[src/rtl/mips_mc_controller_ext_pkg.sv]
`default_nettype none
// +--------------------------------------------------------------------------+
// | Package     : mips_decls_p                                               |
// | Description : Shared declarations for the extended multicycle MIPS       |
// |               controller: opcode/funct encodings, controller states,     |
// |               ALU operation selector and ALU control codes.              |
// | Revision    : 1.0 - initial release                                      |
// +--------------------------------------------------------------------------+
package mips_decls_p;

  typedef logic [5:0] opcode_t;
  typedef logic [5:0] funct_t;

  // Opcodes (instr[31:26])
  localparam opcode_t OP_RTYPE = 6'b000000;
  localparam opcode_t OP_J     = 6'b000010;
  localparam opcode_t OP_BEQ   = 6'b000100;
  localparam opcode_t OP_BNE   = 6'b000101;
  localparam opcode_t OP_ADDI  = 6'b001000;
  localparam opcode_t OP_SLTI  = 6'b001010;
  localparam opcode_t OP_ANDI  = 6'b001100;
  localparam opcode_t OP_ORI   = 6'b001101;
  localparam opcode_t OP_LW    = 6'b100011;
  localparam opcode_t OP_SW    = 6'b101011;

  // R-type function codes (instr[5:0])
  localparam funct_t F_ADD = 6'b100000;
  localparam funct_t F_SUB = 6'b100010;
  localparam funct_t F_AND = 6'b100100;
  localparam funct_t F_OR  = 6'b100101;
  localparam funct_t F_SLT = 6'b101010;

  // Controller states, explicit 4-bit encoding
  typedef enum logic [3:0] {
    S_FETCH   = 4'd0,
    S_DECODE  = 4'd1,
    S_MEMADR  = 4'd2,
    S_MEMRD   = 4'd3,
    S_MEMWB   = 4'd4,
    S_MEMWR   = 4'd5,
    S_RTYPEEX = 4'd6,
    S_RTYPEWB = 4'd7,
    S_BEQEX   = 4'd8,
    S_BNEEX   = 4'd9,
    S_IMMEX   = 4'd10,
    S_IMMWB   = 4'd11,
    S_JEX     = 4'd12,
    S_ILLEGAL = 4'd13
  } ctrl_state_t;

  // ALU operation selector from the main FSM to the ALU decoder
  typedef enum logic [1:0] {
    ALUOP_ADD   = 2'b00,
    ALUOP_SUB   = 2'b01,
    ALUOP_FUNCT = 2'b10,
    ALUOP_OPC   = 2'b11
  } aluop_t;

  // ALU control codes (3 significant bits)
  localparam logic [2:0] ALU_AND = 3'b000;
  localparam logic [2:0] ALU_OR  = 3'b001;
  localparam logic [2:0] ALU_ADD = 3'b010;
  localparam logic [2:0] ALU_SUB = 3'b110;
  localparam logic [2:0] ALU_SLT = 3'b111;

  // True for the R-type function codes the datapath can execute
  function automatic logic is_rtype_funct(input funct_t f);
    return (f == F_ADD) || (f == F_SUB) || (f == F_AND) ||
           (f == F_OR)  || (f == F_SLT);
  endfunction

endpackage
`default_nettype wire

[src/rtl/mips_mc_controller_ext_aludec.sv]
`default_nettype none
// +--------------------------------------------------------------------------+
// | Module      : aludec_ext                                                 |
// | Description : Combinational ALU decoder. Maps the FSM's aluop (plus      |
// |               funct for R-type, opcode for immediate logic ops) to the   |
// |               ALU control code.                                          |
// | Ports       : aluop_i      - operation selector from the main FSM        |
// |               opcode_i     - instruction opcode (used when aluop = 11)   |
// |               funct_i      - instruction funct  (used when aluop = 10)   |
// |               alucontrol_o - ALU code, upper bits above bit 2 are 0      |
// | Revision    : 1.0 - initial release                                      |
// +--------------------------------------------------------------------------+
module aludec_ext
  import mips_decls_p::*;
#(
  parameter int ALUCTL_W = 3   // must be >= 3
) (
  input  aluop_t                aluop_i,
  input  opcode_t               opcode_i,
  input  funct_t                funct_i,
  output logic [ALUCTL_W-1:0]   alucontrol_o
);

  logic [2:0] w_code;

  always_comb begin
    w_code = ALU_ADD;
    case (aluop_i)
      ALUOP_ADD: w_code = ALU_ADD;
      ALUOP_SUB: w_code = ALU_SUB;
      ALUOP_FUNCT: begin
        case (funct_i)
          F_ADD:   w_code = ALU_ADD;
          F_SUB:   w_code = ALU_SUB;
          F_AND:   w_code = ALU_AND;
          F_OR:    w_code = ALU_OR;
          F_SLT:   w_code = ALU_SLT;
          // Unreachable in practice: unknown functs divert to ILLEGAL
          default: w_code = ALU_ADD;
        endcase
      end
      ALUOP_OPC: begin
        case (opcode_i)
          OP_ANDI: w_code = ALU_AND;
          OP_ORI:  w_code = ALU_OR;
          OP_SLTI: w_code = ALU_SLT;
          default: w_code = ALU_ADD;
        endcase
      end
      default: w_code = ALU_ADD;
    endcase
  end

  // Zero-extend to the configured width
  assign alucontrol_o = ALUCTL_W'(w_code);

endmodule
`default_nettype wire

[src/rtl/mips_mc_controller_ext.sv]
`default_nettype none
// +--------------------------------------------------------------------------+
// | Module      : mips_mc_controller_ext                                     |
// | Description : Multicycle MIPS control unit. Moore main FSM with memory   |
// |               ready handshake, illegal-instruction detection, BNE and    |
// |               ANDI/ORI/SLTI support, plus the ALU decoder.               |
// | Ports       : clk, reset (async, active-low)                             |
// |               opcode, funct, zero, memready - instruction / status in    |
// |               pcen, memread, memwrite, irwrite, regwrite - enables out   |
// |               alusrca, iord, memtoreg, regdst, zeroext, alusrcb, pcsrc - |
// |               datapath mux selects; alucontrol - ALU code;               |
// |               illegal - one-cycle pulse on an undecodable instruction    |
// | Revision    : 1.0 - initial release                                      |
// +--------------------------------------------------------------------------+
module mips_mc_controller_ext
  import mips_decls_p::*;
#(
  parameter int ALUCTL_W    = 3,
  parameter int EN_BNE      = 1,
  parameter int EN_IMMLOGIC = 1
) (
  input  logic                clk,
  input  logic                reset,
  input  opcode_t             opcode,
  input  funct_t              funct,
  input  logic                zero,
  input  logic                memready,
  output logic                pcen,
  output logic                memread,
  output logic                memwrite,
  output logic                irwrite,
  output logic                regwrite,
  output logic                alusrca,
  output logic                iord,
  output logic                memtoreg,
  output logic                regdst,
  output logic                zeroext,
  output logic [1:0]          alusrcb,
  output logic [1:0]          pcsrc,
  output logic [ALUCTL_W-1:0] alucontrol,
  output logic                illegal
);

  ctrl_state_t state_q, state_d;

  logic   w_memread, w_memwrite, w_irwrite, w_regwrite, w_illegal;
  logic   w_pcwrite, w_branch, w_branchne;
  aluop_t w_aluop;

  // ---------------------------------------------------------------- state
  always_ff @(posedge clk or negedge reset) begin
    if (!reset) state_q <= S_FETCH;
    else        state_q <= state_d;
  end

  // ----------------------------------------------------------- next state
  always_comb begin
    state_d = state_q;
    case (state_q)
      S_FETCH:   if (memready) state_d = S_DECODE;
      S_DECODE: begin
        case (opcode)
          OP_LW, OP_SW: state_d = S_MEMADR;
          OP_RTYPE:     state_d = is_rtype_funct(funct) ? S_RTYPEEX : S_ILLEGAL;
          OP_BEQ:       state_d = S_BEQEX;
          OP_BNE:       state_d = (EN_BNE != 0) ? S_BNEEX : S_ILLEGAL;
          OP_ADDI:      state_d = S_IMMEX;
          OP_ANDI, OP_ORI, OP_SLTI:
                        state_d = (EN_IMMLOGIC != 0) ? S_IMMEX : S_ILLEGAL;
          OP_J:         state_d = S_JEX;
          default:      state_d = S_ILLEGAL;
        endcase
      end
      // Only LW/SW reach MEMADR, so anything but SW is a load
      S_MEMADR:  state_d = (opcode == OP_SW) ? S_MEMWR : S_MEMRD;
      S_MEMRD:   if (memready) state_d = S_MEMWB;
      S_MEMWB:   state_d = S_FETCH;
      S_MEMWR:   if (memready) state_d = S_FETCH;
      S_RTYPEEX: state_d = S_RTYPEWB;
      S_RTYPEWB: state_d = S_FETCH;
      S_BEQEX:   state_d = S_FETCH;
      S_BNEEX:   state_d = S_FETCH;
      S_IMMEX:   state_d = S_IMMWB;
      S_IMMWB:   state_d = S_FETCH;
      S_JEX:     state_d = S_FETCH;
      S_ILLEGAL: state_d = S_FETCH;
      default:   state_d = S_FETCH;
    endcase
  end

  // ------------------------------------------------------- state outputs
  always_comb begin
    w_memread  = 1'b0;
    w_memwrite = 1'b0;
    w_irwrite  = 1'b0;
    w_regwrite = 1'b0;
    w_illegal  = 1'b0;
    w_pcwrite  = 1'b0;
    w_branch   = 1'b0;
    w_branchne = 1'b0;
    w_aluop    = ALUOP_ADD;
    alusrca    = 1'b0;
    iord       = 1'b0;
    memtoreg   = 1'b0;
    regdst     = 1'b0;
    zeroext    = 1'b0;
    alusrcb    = 2'b00;
    pcsrc      = 2'b00;
    case (state_q)
      S_FETCH: begin
        w_memread = 1'b1;
        alusrcb   = 2'b01;
        // IR load and PC+4 commit only when the fetch actually completes
        w_irwrite = memready;
        w_pcwrite = memready;
      end
      S_DECODE:  alusrcb = 2'b11;
      S_MEMADR: begin
        alusrca = 1'b1;
        alusrcb = 2'b10;
      end
      S_MEMRD: begin
        iord      = 1'b1;
        w_memread = 1'b1;
      end
      S_MEMWB: begin
        w_regwrite = 1'b1;
        memtoreg   = 1'b1;
      end
      S_MEMWR: begin
        iord       = 1'b1;
        w_memwrite = 1'b1;
      end
      S_RTYPEEX: begin
        alusrca = 1'b1;
        w_aluop = ALUOP_FUNCT;
      end
      S_RTYPEWB: begin
        w_regwrite = 1'b1;
        regdst     = 1'b1;
      end
      S_BEQEX: begin
        alusrca  = 1'b1;
        w_aluop  = ALUOP_SUB;
        pcsrc    = 2'b01;
        w_branch = 1'b1;
      end
      S_BNEEX: begin
        alusrca    = 1'b1;
        w_aluop    = ALUOP_SUB;
        pcsrc      = 2'b01;
        w_branchne = 1'b1;
      end
      S_IMMEX: begin
        alusrca = 1'b1;
        alusrcb = 2'b10;
        zeroext = (opcode == OP_ANDI) || (opcode == OP_ORI);
        w_aluop = (opcode == OP_ADDI) ? ALUOP_ADD : ALUOP_OPC;
      end
      S_IMMWB:   w_regwrite = 1'b1;
      S_JEX: begin
        pcsrc     = 2'b10;
        w_pcwrite = 1'b1;
      end
      S_ILLEGAL: w_illegal = 1'b1;
      default: ;
    endcase
  end

  // Write enables and requests are gated by reset so that an asynchronous
  // reset kills them immediately, even though FETCH itself requests a read.
  assign memread  = reset & w_memread;
  assign memwrite = reset & w_memwrite;
  assign irwrite  = reset & w_irwrite;
  assign regwrite = reset & w_regwrite;
  assign illegal  = reset & w_illegal;
  assign pcen     = reset & (w_pcwrite | (w_branch & zero) | (w_branchne & ~zero));

  // ---------------------------------------------------------- ALU decoder
  aludec_ext #(
    .ALUCTL_W (ALUCTL_W)
  ) u_aludec (
    .aluop_i      (w_aluop),
    .opcode_i     (opcode),
    .funct_i      (funct),
    .alucontrol_o (alucontrol)
  );

endmodule
`default_nettype wire

[config.mk]
export PLATFORM = sky130hd
export DESIGN_NAME = mips_mc_controller_ext
export DESIGN_NICKNAME = d
export VERILOG_FILES = /design/src/rtl/mips_mc_controller_ext_pkg.sv /design/src/rtl/mips_mc_controller_ext_aludec.sv /design/src/rtl/mips_mc_controller_ext.sv
export SDC_FILE = /design/constraint.sdc
export NUM_CORES = 1
export LEC_CHECK = 0
export BUFFER_PORTS_ARGS = -buffer_cell sky130_fd_sc_hd__buf_4
export CORE_MARGIN = 10
export CORE_UTILIZATION = 30
export DETAILED_ROUTE_END_ITERATION = 8
export PLACE_DENSITY = 0.57
export SKIP_LAST_GASP = 1
export SYNTH_ARGS = -nofsm -noshare
export SYNTH_HDL_FRONTEND = slang
export SYNTH_SLANG_ARGS = --single-unit
[constraint.sdc]
create_clock -name clk -period 3.7 [get_ports clk]
set_clock_uncertainty 0.15 [all_clocks]
set_input_delay 0.555 -clock clk [delete_from_list [all_inputs] [get_ports clk]]
set_output_delay 0.555 -clock clk [all_outputs]
set_load 0.005 [all_outputs]
==> results of run 1 <==
cell usage in the layout (no fill, tap or decap), types with 3 or more instances in the layout:
cell / instances
buf_4: 33
nor2_1: 16
nand2_1: 11
a21oi_1: 9
nor3_1: 6
nand2b_1: 5
o21ai_0: 5
nor3b_1: 4
dfrtp_1: 4
o22ai_1: 3
nand3_1: 3
clkbuf_4: 3
where the power goes:
part / switching, mW / internal (mW)
clock: 0.0187 / 0.0363
sequential: 0.0665 / 0.0591
combinational: 0.145 / 0.163
total: 0.230 / 0.258
worst min path at each step:
stage / from / to / slack, ns
after floorplan: reset / state_q[0] / 0.11
after global placement: reset / state_q[1] / 0.22
after detailed placement: reset / state_q[3] / 0.22
after CTS: reset / state_q[2] / 0.51
after global routing: reset / state_q[2] / 0.53
final: reset / state_q[0] / 0.51
metrics by stage:
stage | cell area (µm²) | cells | util [%] | total power [mW] | worst slack, ns
2_1_floorplan | 733 | 107 | - | 0.297 | 1.72
5_1_grt | 1000 | 166 | 44.1 | 0.534 | 1.04
4_1_cts | 1000 | 166 | 44.1 | 0.490 | 1.21
3_5_place_dp | 972 | 162 | 42.7 | 0.432 | 1.44
3_3_place_gp | 972 | 162 | 42.7 | 0.428 | 1.39
6_report | 1000 | 166 | 44.1 | 0.488 | 1.19
metal layers:
metal | up-vias | GRT usage [%]
met1 | 424 | 12.6
li1 | 465 | -
met3 | 4 | 2.85
met5 | - | 0
met2 | 40 | 14.1
met4 | 0 | 4.88
kinds of logic (layout without fill, tap and decap cells):
group / Yosys count / after routing / synth area share [%]
and+or+nand+nor: 60 / 60 / 45.7
DFF: 4 / 4 / 13.7
xor gates and xnor gates: 1 / 1 / 1.19
AOI/OAI and AO/OA: 32 / 32 / 29.7
muxes: 2 / 2 / 2.73
buffers and inverters: 8 / 39 / 7.00
area by class of cell:
type                            count  area share [%]
Multi-Input combinational cell     95            57.9
Sequential cell                     4            9.96
Inverter                            2           0.747
Clock buffer                        3            2.24
Tap cell                           28            3.49
Timing Repair Buffer               34            25.7
worst max-delay path: cells and delay by family, from the launching register on:
kind	cells	cell delay (ns)
AOI/OAI and AO/OA	1	0.21
buffers and inverters	1	0.15
and+or+nand+nor	2	0.60
DFF	1	0.61
==> flow_metrics.tcl, run 1 <==
set metrics [dict create \
    yosysMostFrequentCell "nor2_1" \
    ctsHtreeMaxLevel 1 \
    cp-start-kind "flip-flop" \
    yosysTopAreaCellShare_pct 13.7 \
    cts_tree "yes" \
    cpMaxStageDelayCell "dfrtp_1" \
    path_clk_slew_ns 0.04 \
    avgSynthCellArea_um2 6.85 \
    place.gp.congestion 0.803 \
    grt_pass1_wl_um 4170 \
    critPathMaxStageDelay_ns 0.61 \
    post_cts_buffers 0 \
    path_class "reg2out" \
    whs_ns 0.511 \
    numCtsBuffers 3 \
    cp_data_required_time_ns 2.99 \
    status "finished clean" \
    cts_sinks 4 \
    wl_met1_um 1240 \
    ctsRootBufferMaster "clkbuf_4" \
    overflow 0 \
    grt_use_total_pct 9.73 \
    syn2layout_area_growth_pct 37.0 \
    dieArea_um2 4820 \
    p_leak_nw 0.432 \
    ys_seq_elements 4 \
    syn-num-nets 123 \
    fillers 239 \
    worst-path-max-fanout 15 \
    routed_wl_um 2480 \
    syn_inst 107 \
    crit_path_start "state_q[0]" \
    clk_latency_ns 0.24 \
    r2r_start "state_q[2]" \
    largest_register_ffs 4 \
    antenna_found_initial 0 \
    hold_path_class "in2async" \
    timing.final.crit_share_pct 67.9 \
    vdd_drop_max_mv 0.220 \
    ant_nets 0 \
    setup_tns_ns 0 \
    fmax_mhz 398 \
    via_per_inst 5.62 \
    rsz0062_at_grt "false" \
    synth_warnings 0 \
    die_w_um 69.4 \
    dr.pass1.iters 4 \
    cts-resized-gates 0 \
    grt_pass1_vias 904 \
    worstPathArrival_ns 1.81 \
    core_area_um2 2280 \
    clockBufferDepth 2 \
    num_antenna_cells 0 \
    seq_area_um2 100 \
    synth_area_leaders "dfrtp_1, nor2_1, a21oi_1" \
    rows 17 \
    finalCriticalPeriod_ns 2.51 \
    crit_chain "nor2b_1 -> nand2b_1 -> a21oi_1 -> buf_4" \
    ys.flop_type "dfrtp_1" \
    yosysSeqAreaShare_pct 13.7 \
    numPortBuffers 33 \
    synth.distinct_cells 42 \
    num_io_pins 34 \
    cts-hold-fix-buffers 1 \
    dr_wl_met3_um 201 \
    vias 933 \
    cap_violations 0 \
    synth-edff-count 0 \
    worst_pin_slew_ns 0.509 \
    slew-limit-headroom_pct 66.1 \
    async_flop_share_pct 100 \
    cp-end-kind "output port" \
    drc_errors 0 \
    start_util_pct 32.2 \
    finalSetupViolCount 0 \
    wl_per_cell_um 15.0 \
    drive_above_1_share_pct 31.9 \
    die_h_um 69.4 \
    nets 156 \
    reg.largest.list "state_q (4)" \
    netlist_area_um2 733 \
    worstRegToRegCells 5 \
    rr_endpoint "state_q[0]" \
    route.top_layer_used "met4" \
    drtIter0Drc 66 \
    grt_max_degree 18 \
    multiInputGateArea_um2 582 \
    largest_register "state_q" \
    hold_viol 0 \
    synthTopCellsByCount "nor2_1, nand2_1, a21oi_1, nor3_1" \
    drv_slew 0 \
    crit_path_end "alusrcb[1]" \
    route.met2.wl_um 999 \
    r2r_slack_ns 1.94 \
    synth_top_cell_by_area "dfrtp_1" \
    power_density_nw_per_um2 486 \
    dp_hpwl_um 1940 \
]
(Power assumes the default switching activity.)
==> run 2, diff against run 1 <==
--- a/config.mk
+++ b/config.mk
@@ -9,7 +9,7 @@
 export CORE_MARGIN = 10
 export CORE_UTILIZATION = 30
 export DETAILED_ROUTE_END_ITERATION = 8
-export PLACE_DENSITY = 0.57
+export PLACE_DENSITY = 0.59
 export SKIP_LAST_GASP = 1
 export SYNTH_ARGS = -nofsm -noshare
 export SYNTH_HDL_FRONTEND = slang
==> constraint.sdc (replaced) <==
create_clock -name clk -period 2.1 [get_ports clk]
set_clock_uncertainty 0.15 [all_clocks]
set_input_delay 0.315 -clock clk [delete_from_list [all_inputs] [get_ports clk]]
set_output_delay 0.315 -clock clk [all_outputs]
set_load 0.005 [all_outputs]
==> run 2 against run 1 <==
  * Sequential share of layout area decreased by 0.42 points
  * Count of clock-buffer cells in the layout unchanged
  * Cell count rose by 4.2%
  * Global-route usage increased by 0.35 points
  * Worst setup slack got worse by 1.1 ns
  * Critical path depth is 3 higher
  * First-iteration DRC count down 18%
  * Routed wire length shrank 1.1%
  * Core utilization grew 3.1 points
  * Via count stayed put
  * Clock power is 73% higher
  * Sequential power rose by 31%
  * Largest power group unchanged
==> flow_metrics.tcl, run 2 (synthesized netlist as in run 1, its figures left out) <==
set metrics [dict create \
    fmax_mhz 505 \
    rows 17 \
    drv_slew 0 \
    drtIter0Drc 54 \
    path_common_cell "buf_4" \
    dieArea_um2 4820 \
    numCtsBuffers 3 \
    status "finished clean" \
    cp-end-kind "output port" \
    grt_use_total_pct 10.1 \
    worst-path-buf-inv 2 \
    wl_per_cell_um 14.2 \
    finalSetupViolCount 0 \
    hold_path_class "in2async" \
    r2r_slack_ns 0.41 \
    ctsHtreeMaxLevel 1 \
    grt_pass1_wl_um 4200 \
    power_density_nw_per_um2 881 \
    cp-start-kind "flip-flop" \
    routed_wl_um 2460 \
    antenna_found_initial 0 \
    cts_sinks 4 \
    cap_violations 0 \
    final_cell_mix "buf_4, nor2_1, nand2_1, a21oi_1, nor3_1" \
    die_h_um 69.4 \
    clk_latency_ns 0.23 \
    worst-path-max-fanout 11 \
    setup_tns_ns 0 \
    cp_data_required_time_ns 1.63 \
    hold_viol 0 \
    vdd_drop_max_mv 0.398 \
    critPathMaxStageDelay_ns 0.45 \
    path_clk_slew_ns 0.04 \
    grt_max_degree 13 \
    vias 933 \
    rsz0062_at_grt "false" \
    numPortBuffers 33 \
    timing.final.crit_share_pct 94.3 \
    place.gp.congestion 0.865 \
    die_w_um 69.4 \
    syn2layout_area_growth_pct 46.6 \
    final_common_cell "buf_4" \
    p_leak_nw 0.465 \
    crit_family "flip-flops" \
    drive_above_1_share_pct 40.7 \
    setup_slack_ns 0.119 \
    via_per_inst 5.39 \
    grt_pass1_vias 938 \
    crit_chain "buf_4 -> nand2_1 -> nor2_1 -> a21oi_1 -> o22ai_1 -> and3b_1 -> buf_4" \
    cts_tree "yes" \
    path_class "reg2out" \
    largest_register "state_q" \
    ctsRootBufferMaster "clkbuf_4" \
    core_area_um2 2280 \
    dp_hpwl_um 1980 \
    worst_pin_slew_ns 0.512 \
    nets 163 \
    num_antenna_cells 0 \
    worstPathArrival_ns 1.52 \
    cpMaxStageDelayCell "dfrtp_1" \
    clockBufferDepth 2 \
    ant_nets 0 \
    start_util_pct 32.2 \
    reg.largest.list "state_q (4)" \
    largest_register_ffs 4 \
    dr.pass1.iters 4 \
    drc_errors 0 \
    place_ws_ns 0.155 \
    slew-limit-headroom_pct 65.8 \
    overflow 0 \
    finalCriticalPeriod_ns 1.98 \
    num_io_pins 34 \
]
## run 2: cell types whose count changed in the layout (fill, tap and decap cells not counted), sizes merged
cell,change
buf,+7
## run 2: layout make-up
cell class	instances	area (µm²)
Fill cell	238	1200
Inverter	2	7.51
Sequential cell	4	103
Clock buffer	3	22.5
Timing Repair Buffer	41	310
Multi-Input combinational cell	95	597
Tap cell	28	35.0
## run 2: worst register-to-register path, cell delays in order, from the launching register on
cell and delay [ns]:
dfrtp_2 0.44, buf_4 0.16, nor2_1 0.10, o311ai_1 0.13, o31ai_1 0.21, mux2i_1 0.10, a211o_1 0.29
## run 2: final timing paths
kind	startpoint	endpoint	cells after the start
setup / recovery	state_q[3]	pcen	7
hold / removal	reset	state_q[2]	2
setup reg to reg	state_q[2]	state_q[0]	6
hold reg to reg	state_q[1]	state_q[1]	1
max in group asynchronous	reset	state_q[1]	2
min in group clk	opcode[2]	state_q[3]	3
## run 2: metal layers
layer / GRT usage, % / up-vias / part of all wire (%)
met2: 15.1 / 37 / 42
met1: 12.2 / 413 / 47
met3: 4.42 / 2 / 10
li1: - / 481 / -
met4: 3.99 / 0 / 1.0
met5: 0 / - / 0
## run 2: timing repair
action                     in CTS  in global routing
buffers inserted                0                  2
hold endpoints to repair        4                  0
gates resized for setup         0                  8
setup endpoints to repair       0                  4
hold buffers                    1                  0
## run 2: power by group
| part | total (mW) | switching [mW] | internal, mW |
|---|---|---|---|
| Sequential | 0.165 | 0.0572 | 0.108 |
| Clock | 0.0949 | 0.0310 | 0.0639 |
| Combinational | 0.686 | 0.329 | 0.358 |
## run 2: per-stage QoR
stage          power [mW]  hold WS, ns  utilization [%]  area (µm²)  instances
6_report            0.947        0.276             47.2        1070        173
3_3_place_gp        0.807      -0.0210             44.4        1010        167
2_1_floorplan       0.523       -0.131                -         733        107
4_1_cts             0.913        0.269             45.8        1040        171
3_5_place_dp        0.811      -0.0195             44.4        1010        167
5_1_grt              1.05        0.284             47.2        1070        173
==> run 3, diff against run 2 <==
--- a/config.mk
+++ b/config.mk
@@ -8,8 +8,9 @@
 export BUFFER_PORTS_ARGS = -buffer_cell sky130_fd_sc_hd__buf_4
 export CORE_MARGIN = 10
 export CORE_UTILIZATION = 30
+export CTS_BUF_LIST = sky130_fd_sc_hd__clkbuf_8
 export DETAILED_ROUTE_END_ITERATION = 8
-export PLACE_DENSITY = 0.59
+export PLACE_DENSITY = 0.66
 export SKIP_LAST_GASP = 1
 export SYNTH_ARGS = -nofsm -noshare
 export SYNTH_HDL_FRONTEND = slang
==> run 3 against run 2 <==
  * Flip-flop and latch count unchanged
  * Cell area is 0.12% lower
  * Via count decreased by 0.64%
  * Clock power grew 69%
  * Sequential share of layout area hardly changed
  * Count of clock-buffer cells in the layout did not move
  * Register-to-register slack better by 0.08 ns
  * Routed wire length is 1.3% higher
  * Cell count is 1.2% lower
  * Non-clock buffer count shrank 2
  * Critical endpoint is now alucontrol[1]
  * Highest routed layer unchanged
==> flow_metrics.tcl, run 3 (synthesized netlist as in run 1, its figures left out) <==
set metrics [dict create \
    status "finished clean" \
    nets 161 \
    fmax_mhz 494 \
    route.top_layer_used "met4" \
    num_io_pins 34 \
    dr.pass1.iters 4 \
    setup_tns_ns 0 \
    rr_endpoint "state_q[1]" \
    dp_hpwl_um 1980 \
    place_area_um2 1010 \
    p_total_mw 0.994 \
    post_cts_buffers 0 \
    antenna_found_initial 0 \
    grt_pass1_vias 935 \
    largest_register "state_q" \
    final_common_cell "buf_4" \
    via_per_inst 5.42 \
    cp_data_required_time_ns 1.63 \
    wl_per_cell_um 14.5 \
    numCtsBuffers 3 \
    stdcell_count 171 \
    cap_violations 0 \
    ant_nets 0 \
    largest_register_ffs 4 \
    route.met2.wl_um 1000 \
    cts_tree "yes" \
    path_class "reg2out" \
    worst_pin_slew_ns 0.436 \
    wl_met1_um 1200 \
    clk_latency_ns 0.21 \
    whs_ns 0.307 \
    die_h_um 69.4 \
    post-place-cells 167 \
    clockBufferDepth 2 \
    path_clk_slew_ns 0.03 \
    drv_slew 0 \
    cp-start-kind "flip-flop" \
    reg.largest.list "state_q (4)" \
    p_leak_nw 0.463 \
    vias 927 \
    worstRegToRegCells 5 \
    place.gp.congestion 0.914 \
    start_util_pct 32.2 \
    drtIter0Drc 112 \
    slew-limit-headroom_pct 70.5 \
    finalSetupViolCount 0 \
    routed_wl_um 2490 \
    die_w_um 69.4 \
    vdd_drop_max_mv 0.499 \
    rows 17 \
    r2r_start "state_q[3]" \
    r2r_slack_ns 0.49 \
    ctsHtreeMaxLevel 1 \
    hold_viol 0 \
    overflow 0 \
    dr_wl_met3_um 263 \
    hold_path_class "in2async" \
    finalCriticalPeriod_ns 2.02 \
    grt_use_total_pct 9.83 \
    drive_above_1_share_pct 38.5 \
    timing.final.crit_share_pct 96.4 \
    grt_max_degree 13 \
    power_density_nw_per_um2 926 \
    core_area_um2 2280 \
    cp-end-kind "output port" \
    final_cell_area_um2 1070 \
    grt_pass1_wl_um 4200 \
    numPortBuffers 33 \
    dieArea_um2 4820 \
    worstPathArrival_ns 1.56 \
    final_cell_mix "buf_4, nor2_1, nand2_1, a21oi_1, nor3_1" \
    cts_sinks 4 \
    drc_errors 0 \
    syn2layout_area_growth_pct 46.4 \
    num_antenna_cells 0 \
    ctsRootBufferMaster "clkbuf_8" \
    worst-path-max-fanout 10 \
]
## run 3: cell types whose count changed in the layout (fill, tap and decap cells not counted), sizes merged
cell | previous run | this run
buf | 40 | 38
## run 3: critical path: stages (launching register included)
cell     delay [ns]
dfrtp_2        0.47
inv_1          0.14
nand2_1        0.12
nor2_2         0.20
and3_1         0.21
a31oi_1        0.05
buf_4          0.15
## run 3: cell type report
cell class | instances | area [µm²]
Clock buffer | 3 | 41.3
Timing Repair Buffer | 39 | 295
Multi-Input combinational cell | 95 | 592
Fill cell | 230 | 1200
Tap cell | 28 | 35.0
Sequential cell | 4 | 103
Inverter | 2 | 7.51
## run 3: worst max path at each step
stage	from	depth (start not counted)	slack, ns	to
2_1_floorplan	opcode[1]	5	0.36	state_q[0]
3_3_place_gp	opcode[1]	6	0.18	state_q[0]
3_5_place_dp	opcode[1]	6	0.16	state_q[0]
4_1_cts	state_q[2]	6	0.03	alucontrol[1]
5_1_grt	state_q[2]	6	-0.006	alucontrol[1]
6_report	state_q[2]	6	0.08	alucontrol[1]
## run 3: metal layers
| metal | vias up | global-route usage (%) |
|---|---|---|
| met5 | - | 0 |
| met4 | 0 | 2.66 |
| met3 | 2 | 4.85 |
| met2 | 42 | 15.0 |
| met1 | 413 | 11.8 |
| li1 | 470 | - |
## run 3: repair_timing
action,4_1_cts,5_1_grt
resized for setup,0,6
endpoints found under the setup margin,0,4
hold buffers,1,0
endpoints found under the hold margin,4,0
## run 3: stage by stage
| stage | setup WS (ns) | util, % |
|---|---|---|
| 2_1_floorplan | 0.358 | - |
| 3_3_place_gp | 0.183 | 44.4 |
| 3_5_place_dp | 0.160 | 44.4 |
| 4_1_cts | 0.0337 | 46.6 |
| 5_1_grt | -0.00630 | 47.2 |
| 6_report | 0.0764 | 47.2 |
## run 3: report_power, final
| group | internal [mW] | switching (mW) |
|---|---|---|
| Sequential | 0.109 | 0.0710 |
| Combinational | 0.336 | 0.318 |
| Clock | 0.122 | 0.0375 |
